File: src/rtl/mandelbrot_pkg.sv
// Shared constants and types for the Mandelbrot pixel path: raster size,
// counter widths, FIFO entry layout and the optional output palette.
package mandelbrot_pkg;

  localparam int IMG_WIDTH  = 640;
  localparam int IMG_HEIGHT = 480;
  localparam int X_W        = 10;
  localparam int Y_W        = 9;

  localparam int ENTRY_W   = 10;
  localparam int ENTRY_SOF = 9;
  localparam int ENTRY_EOL = 8;

  // Field order matches the bit layout: sof at bit 9, eol at bit 8, data below.
  typedef struct packed {
    logic       sof;
    logic       eol;
    logic [7:0] data;
  } pix_entry_t;

  // Escape-time gradient; the saturated count (never escaped) maps to black.
  localparam logic [3:0] PIXOUT_PALETTE [16] = '{
    4'h1, 4'h2, 4'h3, 4'h4, 4'h5, 4'h6, 4'h7, 4'h8,
    4'h9, 4'hA, 4'hB, 4'hC, 4'hD, 4'hE, 4'hF, 4'h0
  };

endpackage

File: src/rtl/pixout_fifo.sv
// Generic synchronous FIFO; pointers carry one extra MSB so full and empty
// are distinguishable. A push into a full FIFO is accepted only alongside a pop.
module pixout_fifo #(
  parameter int DEPTH = 8,
  parameter int WIDTH = 8
) (
  input  logic                     clk,
  input  logic                     reset,
  input  logic                     i_push,
  input  logic                     i_pop,
  input  logic [WIDTH-1:0]         i_wdata,
  output logic [WIDTH-1:0]         o_rdata,
  output logic                     o_full,
  output logic                     o_empty,
  output logic [$clog2(DEPTH):0]   o_level
);

  localparam int AW = $clog2(DEPTH);

  logic [WIDTH-1:0] r_mem [DEPTH];
  logic [AW:0]      r_wr_ptr;
  logic [AW:0]      r_rd_ptr;
  logic             w_push;
  logic             w_pop;

  assign o_empty = (r_wr_ptr == r_rd_ptr);
  assign o_full  = (r_wr_ptr[AW] != r_rd_ptr[AW]) &&
                   (r_wr_ptr[AW-1:0] == r_rd_ptr[AW-1:0]);
  assign o_level = r_wr_ptr - r_rd_ptr;

  assign w_pop  = i_pop & ~o_empty;
  assign w_push = i_push & (~o_full | w_pop);

  // NOTE: non-blocking assignments for every flop so all state updates see
  // the pre-edge values regardless of block evaluation order.
  always_ff @(posedge clk) begin
    if (reset) begin
      r_wr_ptr <= '0;
      r_rd_ptr <= '0;
    end else begin
      if (w_push) r_wr_ptr <= r_wr_ptr + 1'b1;
      if (w_pop)  r_rd_ptr <= r_rd_ptr + 1'b1;
    end
  end

  // NOTE: storage is deliberately not reset; the pointers define validity and
  // the read mux forces zero when empty, so stale words are never visible.
  always_ff @(posedge clk) begin
    if (w_push) r_mem[r_wr_ptr[AW-1:0]] <= i_wdata;
  end

  assign o_rdata = o_empty ? '0 : r_mem[r_rd_ptr[AW-1:0]];

endmodule

File: src/rtl/mandelbrot_pixel_out.sv
// Raster tracker, nibble packer and output FIFO behind a valid/ready port.
// Optional palette remap enabled by defining MANDEL_PIXOUT_PALETTE_EN.
module mandelbrot_pixel_out
  import mandelbrot_pkg::*;
#(
  parameter int FIFO_DEPTH = 8,
  parameter int LEVEL_W    = $clog2(FIFO_DEPTH) + 1,
  parameter int IMG_W      = IMG_WIDTH,
  parameter int IMG_H      = IMG_HEIGHT
) (
  input  logic               clk,
  input  logic               reset,
  input  logic               pix_valid,
  input  logic [3:0]         pix_data,
  input  logic               frame_start,
  input  logic               clear_ovf,
  output logic               out_valid,
  input  logic               out_ready,
  output logic [7:0]         out_data,
  output logic               out_sof,
  output logic               out_eol,
  output logic               overflow,
  output logic [LEVEL_W-1:0] level,
  output logic               frame_done
);

  localparam logic [X_W-1:0] X_LAST = X_W'(IMG_W - 1);
  localparam logic [Y_W-1:0] Y_LAST = Y_W'(IMG_H - 1);

  logic [X_W-1:0]     r_x;
  logic [Y_W-1:0]     r_y;
  logic [3:0]         r_pending;
  logic               r_overflow;
  logic               r_frame_done;

  logic [X_W-1:0]     w_x;
  logic [Y_W-1:0]     w_y;
  logic [3:0]         w_nib;
  logic               w_push;
  logic               w_pop;
  logic               w_drop;
  logic               w_full;
  logic               w_empty;
  logic [ENTRY_W-1:0] w_rdata;
  pix_entry_t         w_wentry;
  pix_entry_t         w_head;

`ifdef MANDEL_PIXOUT_PALETTE_EN
  assign w_nib = PIXOUT_PALETTE[pix_data];
`else
  assign w_nib = pix_data;
`endif

  // A frame_start in the same cycle as a strobe places that pixel at the origin.
  assign w_x = frame_start ? '0 : r_x;
  assign w_y = frame_start ? '0 : r_y;

  assign w_push = pix_valid & w_x[0];
  assign w_pop  = out_ready & ~w_empty;
  assign w_drop = w_push & w_full & ~w_pop;

  assign w_wentry.sof  = (w_x == X_W'(1)) && (w_y == '0);
  assign w_wentry.eol  = (w_x == X_LAST);
  assign w_wentry.data = {w_nib, r_pending};

  always_ff @(posedge clk) begin
    if (reset) begin
      r_x          <= '0;
      r_y          <= '0;
      r_pending    <= '0;
      r_frame_done <= 1'b0;
    end else begin
      r_frame_done <= 1'b0;
      if (pix_valid) begin
        if (!w_x[0]) r_pending <= w_nib;
        if (w_x == X_LAST) begin
          r_x <= '0;
          if (w_y == Y_LAST) begin
            r_y          <= '0;
            r_frame_done <= 1'b1;
          end else begin
            r_y <= w_y + 1'b1;
          end
        end else begin
          r_x <= w_x + 1'b1;
          r_y <= w_y;
        end
      end else if (frame_start) begin
        r_x       <= '0;
        r_y       <= '0;
        r_pending <= '0;
      end
    end
  end

  // Sticky drop flag; a drop in the clearing cycle keeps it set.
  always_ff @(posedge clk) begin
    if (reset)          r_overflow <= 1'b0;
    else if (w_drop)    r_overflow <= 1'b1;
    else if (clear_ovf) r_overflow <= 1'b0;
  end

  pixout_fifo #(
    .DEPTH (FIFO_DEPTH),
    .WIDTH (ENTRY_W)
  ) u_fifo (
    .clk     (clk),
    .reset   (reset),
    .i_push  (w_push),
    .i_pop   (out_ready),
    .i_wdata (w_wentry),
    .o_rdata (w_rdata),
    .o_full  (w_full),
    .o_empty (w_empty),
    .o_level (level)
  );

  assign w_head     = w_rdata;
  assign out_valid  = ~w_empty;
  assign out_data   = w_head.data;
  assign out_sof    = w_head.sof;
  assign out_eol    = w_head.eol;
  assign overflow   = r_overflow;
  assign frame_done = r_frame_done;

endmodule

File: config.mk
export PLATFORM = sky130hd
export DESIGN_NAME = mandelbrot_pixel_out
export DESIGN_NICKNAME = d
export VERILOG_FILES = /design/src/rtl/mandelbrot_pkg.sv /design/src/rtl/pixout_fifo.sv /design/src/rtl/mandelbrot_pixel_out.sv
export SDC_FILE = /design/constraint.sdc
export NUM_CORES = 1
export LEC_CHECK = 0
export BUFFER_PORTS_ARGS = -buffer_cell sky130_fd_sc_hd__buf_2
export CAP_MARGIN = 0
export CORE_UTILIZATION = 50
export CTS_CLUSTER_SIZE = 40
export DETAILED_ROUTE_END_ITERATION = 8
export GPL_TIMING_DRIVEN = 0
export PLACE_DENSITY = 0.64
export SYNTH_ARGS = -nofsm -noshare
export SYNTH_HDL_FRONTEND = slang
export SYNTH_SLANG_ARGS = --single-unit
File: constraint.sdc
create_clock -name clk -period 3 [get_ports clk]
set_input_delay 0.75 -clock clk [delete_from_list [all_inputs] [get_ports clk]]
set_output_delay 0.75 -clock clk [all_outputs]
set_load 0.005 [all_outputs]
# ---- Word level (Yosys, flattened, before mapping)
# Memory sizes are Yosys's and may differ from the RTL's. A register that Yosys moved wholly into a read port is not among the register bits.
# Cells that the tools add are included.
dict set report word_totals {
  regBits 33
  ram_bits 80
  input_bits 10
  out_inout_bits 17
  word_cells 56
  memories 1
}
dict set report classes {
  add_sub_neg 5
  eq_ne 7
  mux 18
  bitwise_logic 11
  n_reduce_logical 7
}
# memory depth width rd rd_clocked_by_memory_dff wr line_no
set memory_table {}
lappend memory_table {u_fifo.r_mem 8 10 1 1 1 pixout_fifo.sv:20} ;# logic [WIDTH-1:0] r_mem [DEPTH];
# cell n
set ops {}
lappend ops {{$mux 10} 4}
lappend ops {{$mux 9} 4}
lappend ops {{$mux 4} 3}
lappend ops {{$add 10x1->10 const B} 1}
lappend ops {{$eq 10x1->1 const B} 1}
lappend ops {{$eq 10x10->1 const B} 1}
lappend ops {{$add 9x1->9 const B} 1}
lappend ops {{$eq 9x9->1 const B} 1}
lappend ops {{$logic_not 9->1} 1}
lappend ops {{$add 4x1->4 const B} 2}
lappend ops {{$mux 3} 2}
lappend ops {{$and 1x1->1} 5}
lappend ops {{$mux 1} 5}
lappend ops {{$not 1->1} 5}
lappend ops {{$eq 4x4->1} 1}
lappend ops {{$reduce_bool 2->1} 2}
lappend ops {{$sub 4x4->4} 1}
lappend ops {{$eq 3x3->1} 1}
lappend ops {{$reduce_or 3->1} 1}
lappend ops {{$logic_and 1x1->1} 2}
lappend ops {{$ne 2x2->1 const B} 1}
lappend ops {{$reduce_and 2->1} 1}
lappend ops {{$ne 1x1->1} 1}
lappend ops {{$or 1x1->1} 1}

# ---- Logic depth before layout (Yosys ltp)
dict set report depth {
  word_depth 7
  mapped_depth 10
  mapped_depth_nobuf 6
}

# ---- By module
# A second synthesis with hierarchy kept.
dict set report unflattened {
  hier_cells 371
  hier_area_um2 5011.1
}
# mod instances cells_each area_each_um2
set by_module_without_submodules {}
lappend by_module_without_submodules {pixout_fifo 1 211 3669.8}
lappend by_module_without_submodules {mandelbrot_pixel_out 1 160 1341.3}

# ---- Least setup slack after synthesis
# No wires, ideal clock.
dict set report synth_path {
  path_kind {input-to-reg}
  start {in frame_start}
  end {mem u_fifo.r_mem[1][0] (netlist name) (enable)}
  arrival_time_ns 2.244
  path_slack_ns 0.367
  cell_stages 5
  path_buffers 1
  cell_sequence {buf_6 -> nand3b_1 -> a21o_1 -> or2_2 -> nor3_1}
}
dict set report synth_via {
  elab_chain_cells 5
}
# item line_no
set synth_rtl {}
lappend synth_rtl {{start: declaration} mandelbrot_pixel_out.sv:15} ;# input logic frame_start,
lappend synth_rtl {{$mux 10} n/a}
lappend synth_rtl {{$and 1x1->1} mandelbrot_pixel_out.sv:58} ;# assign w_push = pix_valid & w_x[0];
lappend synth_rtl {{$and 1x1->1} pixout_fifo.sv:32} ;# assign w_push = i_push & (~o_full | w_pop);
lappend synth_rtl {{$mux 1} pixout_fifo.sv:49} ;# if (w_push) r_mem[r_wr_ptr[AW-1:0]] <= i_wdata;
lappend synth_rtl {{$mux 1 (not written as such)} pixout_fifo.sv:49}
lappend synth_rtl {{end: declaration} pixout_fifo.sv:20}
# Every way passes these cells.

# ---- Final worst setup path
dict set report layout_path {
  start {reg u_fifo.r_rd_ptr[1]}
  end {mem u_fifo.r_mem[2][4] (netlist name) (enable)}
}
dict set report layout_via {
  elab_chain_cells 7
  word_cells_on_any_way 10
}
# item line_no
set layout_rtl {}
lappend layout_rtl {{start: declaration} pixout_fifo.sv:22} ;# logic [AW:0] r_rd_ptr;
lappend layout_rtl {{start signal: assignment} pixout_fifo.sv:42} ;# if (w_pop) r_rd_ptr <= r_rd_ptr + 1'b1;
lappend layout_rtl {{$eq 4x4->1 / $eq 3x3->1 (equally long branches)} {pixout_fifo.sv:26, pixout_fifo.sv:28}}
lappend layout_rtl {{$not 1->1 / $logic_and 1x1->1 (equally long branches)} {pixout_fifo.sv:31, pixout_fifo.sv:27}}
lappend layout_rtl {{$and 1x1->1 / $not 1->1 (equally long branches)} {pixout_fifo.sv:31, pixout_fifo.sv:32}}
lappend layout_rtl {{$or 1x1->1 (*)} pixout_fifo.sv:32}
lappend layout_rtl {{$and 1x1->1 (*)} pixout_fifo.sv:32}
lappend layout_rtl {{$mux 1 (*)} pixout_fifo.sv:49}
lappend layout_rtl {{$mux 1 (not written as such) (*)} pixout_fifo.sv:49}
# Mark *: on every way between the ends. The rest lies on a longest branch, timed or not.

==> impl_metrics.yaml <==
timing:
  post-route-min-period_ns: 2.825
  worst_hold_slack_ns: 0.5002
  maxSlewViolCount: 0
  max_clock_skew_ns: 0.007904
  worst_margin_slew_ns: 1.110
  timing.fmax_mhz: 354.0
  endpoints_failing_hold: 0
  maxSlewHeadroom_pct: 25.70
  min_period_over_period_pct: 94.17
  layout_setup_ws_ns: 0.1748
  finalSetupViolations: 0
yosys:
  synth-seq-area-share_pct: 62.76
  synth_cells: 353
  asyncSetResetFlopFracSynth_pct: 0
  synth-seq-cells: 116
  synth_area_per_cell_um2: 14.10
  synth_top_family_by_area: "simple AND/OR/NAND/NOR gates"
  netlist-cell-type-count: 49
  synth_top_area_share_pct: 48.28
  synth-main-ff-cell: "sky130_fd_sc_hd__edfxtp_1"
  top_cell_types_by_occurrence_after_synthesis: "sky130_fd_sc_hd__edfxtp_1 (80), sky130_fd_sc_hd__nor2_1 (38), sky130_fd_sc_hd__dfxtp_1 (36)"
  syn_nets: 372
  synthMostInstantiatedCell: "sky130_fd_sc_hd__edfxtp_1"
  post-synth-top-area-cell: "sky130_fd_sc_hd__edfxtp_1"
  synth_fa_ha_area_share_pct: 2.414
  yosysWarningCount: 0
  synth_simple_gate_area_share_pct: 12.77
  synth.mux.area_fraction_pct: 11.67
  mappedNetlistArea_um2: 4976
  synth_compound_area_share_pct: 4.627
  number_of_enable_type_register_cells_in_the_synthesized_netlist: 80
  yosys.area_share.xor_xnor_pct: 2.992
  synthTopCellsByArea: "sky130_fd_sc_hd__edfxtp_1 (48%), sky130_fd_sc_hd__dfxtp_1 (14%), sky130_fd_sc_hd__mux4_2 (9.1%)"
power:
  total_power_uw: 3789
  pwr_density_cell_nw_per_um2: 642.6
  irDropWorstVdd_mv: 0.4279
  static-leakage-power_uw: 0.002126
clock_network:
  cts_hold_buffers: 0
  cts_num_sinks: 116
  cts-root-buf: "sky130_fd_sc_hd__clkbuf_8"
  clock_tree.buffer_depth: 2
  cts_htree_levels: 4
  clock_tree_from_tritoncts: "built"
  cts_inserted_buffers: 17
  source_to_sink_clock_delay_at_the_later_pin_of_the_worst_skew_pair_ns: 0.52
  clk_transition_reported_paths_ns: 0.05
global_routing:
  grt_max_degree: 17
  grt_overflow_total: 0
  first_global_vias: 2933
  track_usage_pct: 21.86
  number_of_antenna_violations_at_the_first_check_in_global_routing: 0
  wire_length_of_the_first_global_routing_pass_um: 15810
worst_setup_path:
  peak_fanout_along_the_critical_path: 10
  r2r.worst_path.cells: 6
  timing.critical_path.arrival_ns: 2.95
  worstReg2RegEnd: "u_fifo.r_mem[2][4]"
  reg2reg_setup_slack_ns: 0.17
  r2r_start: "u_fifo.r_rd_ptr[1]"
  type_of_element_capturing_the_critical_path: "register"
  critical_path_required_ns: 3.13
  timing.setup.critical_path_class: "register to register"
  startpoint_type: "register"
routing:
  drt.antenna.violating_nets: 0
  avgRoutedWirePerCell_um: 18.54
  drc_errors: 0
  dr_total_vias: 3013
  detailedRoute.firstPassIterationCount: 5
  detail_route.iter0.violations: 116
  drt-total-wl_um: 10090
  routed_via_density: 5.539
worst_hold_path:
  worst_min_delay_path_endpoint: "r_y[4]"
  hold_path_stages: 2
  min_path_type: "register to register"
  min-delay-start: "r_y[4]"
final_layout:
  nets: 418
  drive_gt1_share_pct: 24.09
  finalNonFillerCells: 544
  stdcell_area_um2: 5896
  fill_cells: 768
  area.growth.synth_to_final_pct: 18.48
  insertedDiodeCount: 0
die:
  floorplan.io_pins: 27
  floorplan.die_area_um2: 10360
  placeableCoreArea_um2: 9729
  chipWidth_um: 101.8
  initial_utilization_pct: 51.14
  std_cell_rows: 36
  die_y_um: 101.8
placement:
  numPlacedInstances: 513
  dpl_worst_slack_ns: -0.03072
  total_half_perimeter_wirelength_after_legalization_and_detailed_placement_um: 6491
  place_congestion: 0.8426
  dpl_cell_area_um2: 5311
  port_buffers: 24
outcome:
  outcome: "completed"
job:
  maxCapViolations: 0
[registers in the layout (all words and copies together), names as in the netlist, named ones only]
signal           cells
u_fifo.r_wr_ptr      4
r_pending            4
r_y                  9
u_fifo.r_rd_ptr      4
overflow             1
r_x                 10
frame_done           1
u_fifo.r_mem        80
[stage by stage]
step | util (%) | TNS [ns]
finish | 60.60 | 0
global route | 60.60 | -0.06954
CTS | 60.49 | 0
detailed placement | 54.59 | -0.2978
global placement | 54.09 | -14.69
floorplan | - | 0
[report_power, final]
group / switching (uW) / internal, uW / leakage, uW
sequential: 10.3 / 1720 / 0.00104
combinational: 87.8 / 67.6 / 0.000812
clock: 663 / 1240 / 0.000274
[kinds of logic after synthesis]
group	after synthesis
compound gates	34
xor+xnor	17
fa+ha+maj	9
buf+inv	29
flops	116
mux	33
simple gates	115
[layer usage]
| layer | vias up | global-route usage [%] | part of all wire [%] |
|---|---|---|---|
| li1 | 1431 | - | - |
| met1 | 1497 | 28.47 | 46 |
| met2 | 76 | 34.72 | 49 |
| met3 | 9 | 7.453 | 4.3 |
| met4 | 0 | 6.689 | 1.3 |
| met5 | - | 0 | 0 |
[cell type report]
cell class / count / area [um^2] / area share (%)
multi-input cells: 208 / 1740 / 29.52
flip-flops and latches: 116 / 3126 / 53.01
inverters: 12 / 45.04 / 0.7640
plain buffers: 17 / 103.9 / 1.761
repair buffers: 27 / 153.9 / 2.610
clock inverters: 12 / 138.9 / 2.356
well taps: 133 / 166.4 / 2.823
clock buffers: 19 / 421.7 / 7.152
[layout by cell type, fill, tap and decap left out, types with 3 or more instances in the layout]
| cell type | n |
|---|---|
| sky130_fd_sc_hd__nand2_1 | 12 |
| sky130_fd_sc_hd__nor3_1 | 5 |
| sky130_fd_sc_hd__ha_1 | 8 |
| sky130_fd_sc_hd__nor2b_1 | 6 |
| sky130_fd_sc_hd__a22oi_1 | 4 |
| sky130_fd_sc_hd__and4b_1 | 3 |
| sky130_fd_sc_hd__buf_2 | 27 |
| sky130_fd_sc_hd__inv_1 | 12 |
| sky130_fd_sc_hd__and3_1 | 3 |
| sky130_fd_sc_hd__nor2_1 | 34 |
| sky130_fd_sc_hd__xor2_1 | 8 |
| sky130_fd_sc_hd__nand3_1 | 11 |
| sky130_fd_sc_hd__o211ai_1 | 3 |
| sky130_fd_sc_hd__bufinv_16 | 3 |
| sky130_fd_sc_hd__mux4_2 | 20 |
| sky130_fd_sc_hd__and2b_1 | 3 |
| sky130_fd_sc_hd__or3_1 | 4 |
| sky130_fd_sc_hd__nor2_2 | 4 |
| sky130_fd_sc_hd__edfxtp_1 | 80 |
| sky130_fd_sc_hd__and3b_1 | 3 |
| sky130_fd_sc_hd__a21oi_1 | 8 |
| sky130_fd_sc_hd__o21ai_0 | 5 |
| sky130_fd_sc_hd__dfxtp_1 | 34 |
| sky130_fd_sc_hd__nand2b_1 | 7 |
| sky130_fd_sc_hd__clkbuf_16 | 16 |
| sky130_fd_sc_hd__nand4_1 | 4 |
| sky130_fd_sc_hd__mux2i_1 | 13 |
| sky130_fd_sc_hd__xnor2_1 | 9 |
| sky130_fd_sc_hd__clkinv_2 | 6 |
| sky130_fd_sc_hd__clkbuf_1 | 6 |
| sky130_fd_sc_hd__buf_6 | 6 |
[worst max-delay path, stage by stage (launching register included)]
cell and delay (ns):
sky130_fd_sc_hd__dfxtp_1 0.37, sky130_fd_sc_hd__inv_1 0.09, sky130_fd_sc_hd__ha_1 0.34, sky130_fd_sc_hd__and4b_1 0.24
sky130_fd_sc_hd__a21o_1 0.24, sky130_fd_sc_hd__nand2b_1 0.26, sky130_fd_sc_hd__nor2_1 0.88
[worst max path at each step]
stage	endpoint	slack (ns)	cells after the start	start
after detailed placement	u_fifo.r_mem[4][7]	-0.03	5	u_fifo.r_wr_ptr[1]
after global placement	u_fifo.r_mem[1][7]	-0.54	5	out_ready
after global routing	out_data[4]	-0.02	7	u_fifo.r_rd_ptr[1]
final	u_fifo.r_mem[2][4]	0.17	6	u_fifo.r_rd_ptr[1]
after floorplan	u_fifo.r_mem[1][0]	0.37	5	frame_start
after CTS	out_eol	0.02	6	u_fifo.r_wr_ptr[1]
[what timing repair did]
action,in CTS,in global routing
pin swaps,0,0
endpoints found under the hold margin,0,0
resized for setup,7,6
setup endpoints to repair,41,31
buffers inserted,0,0
Power figures use the tool's default switching activity.
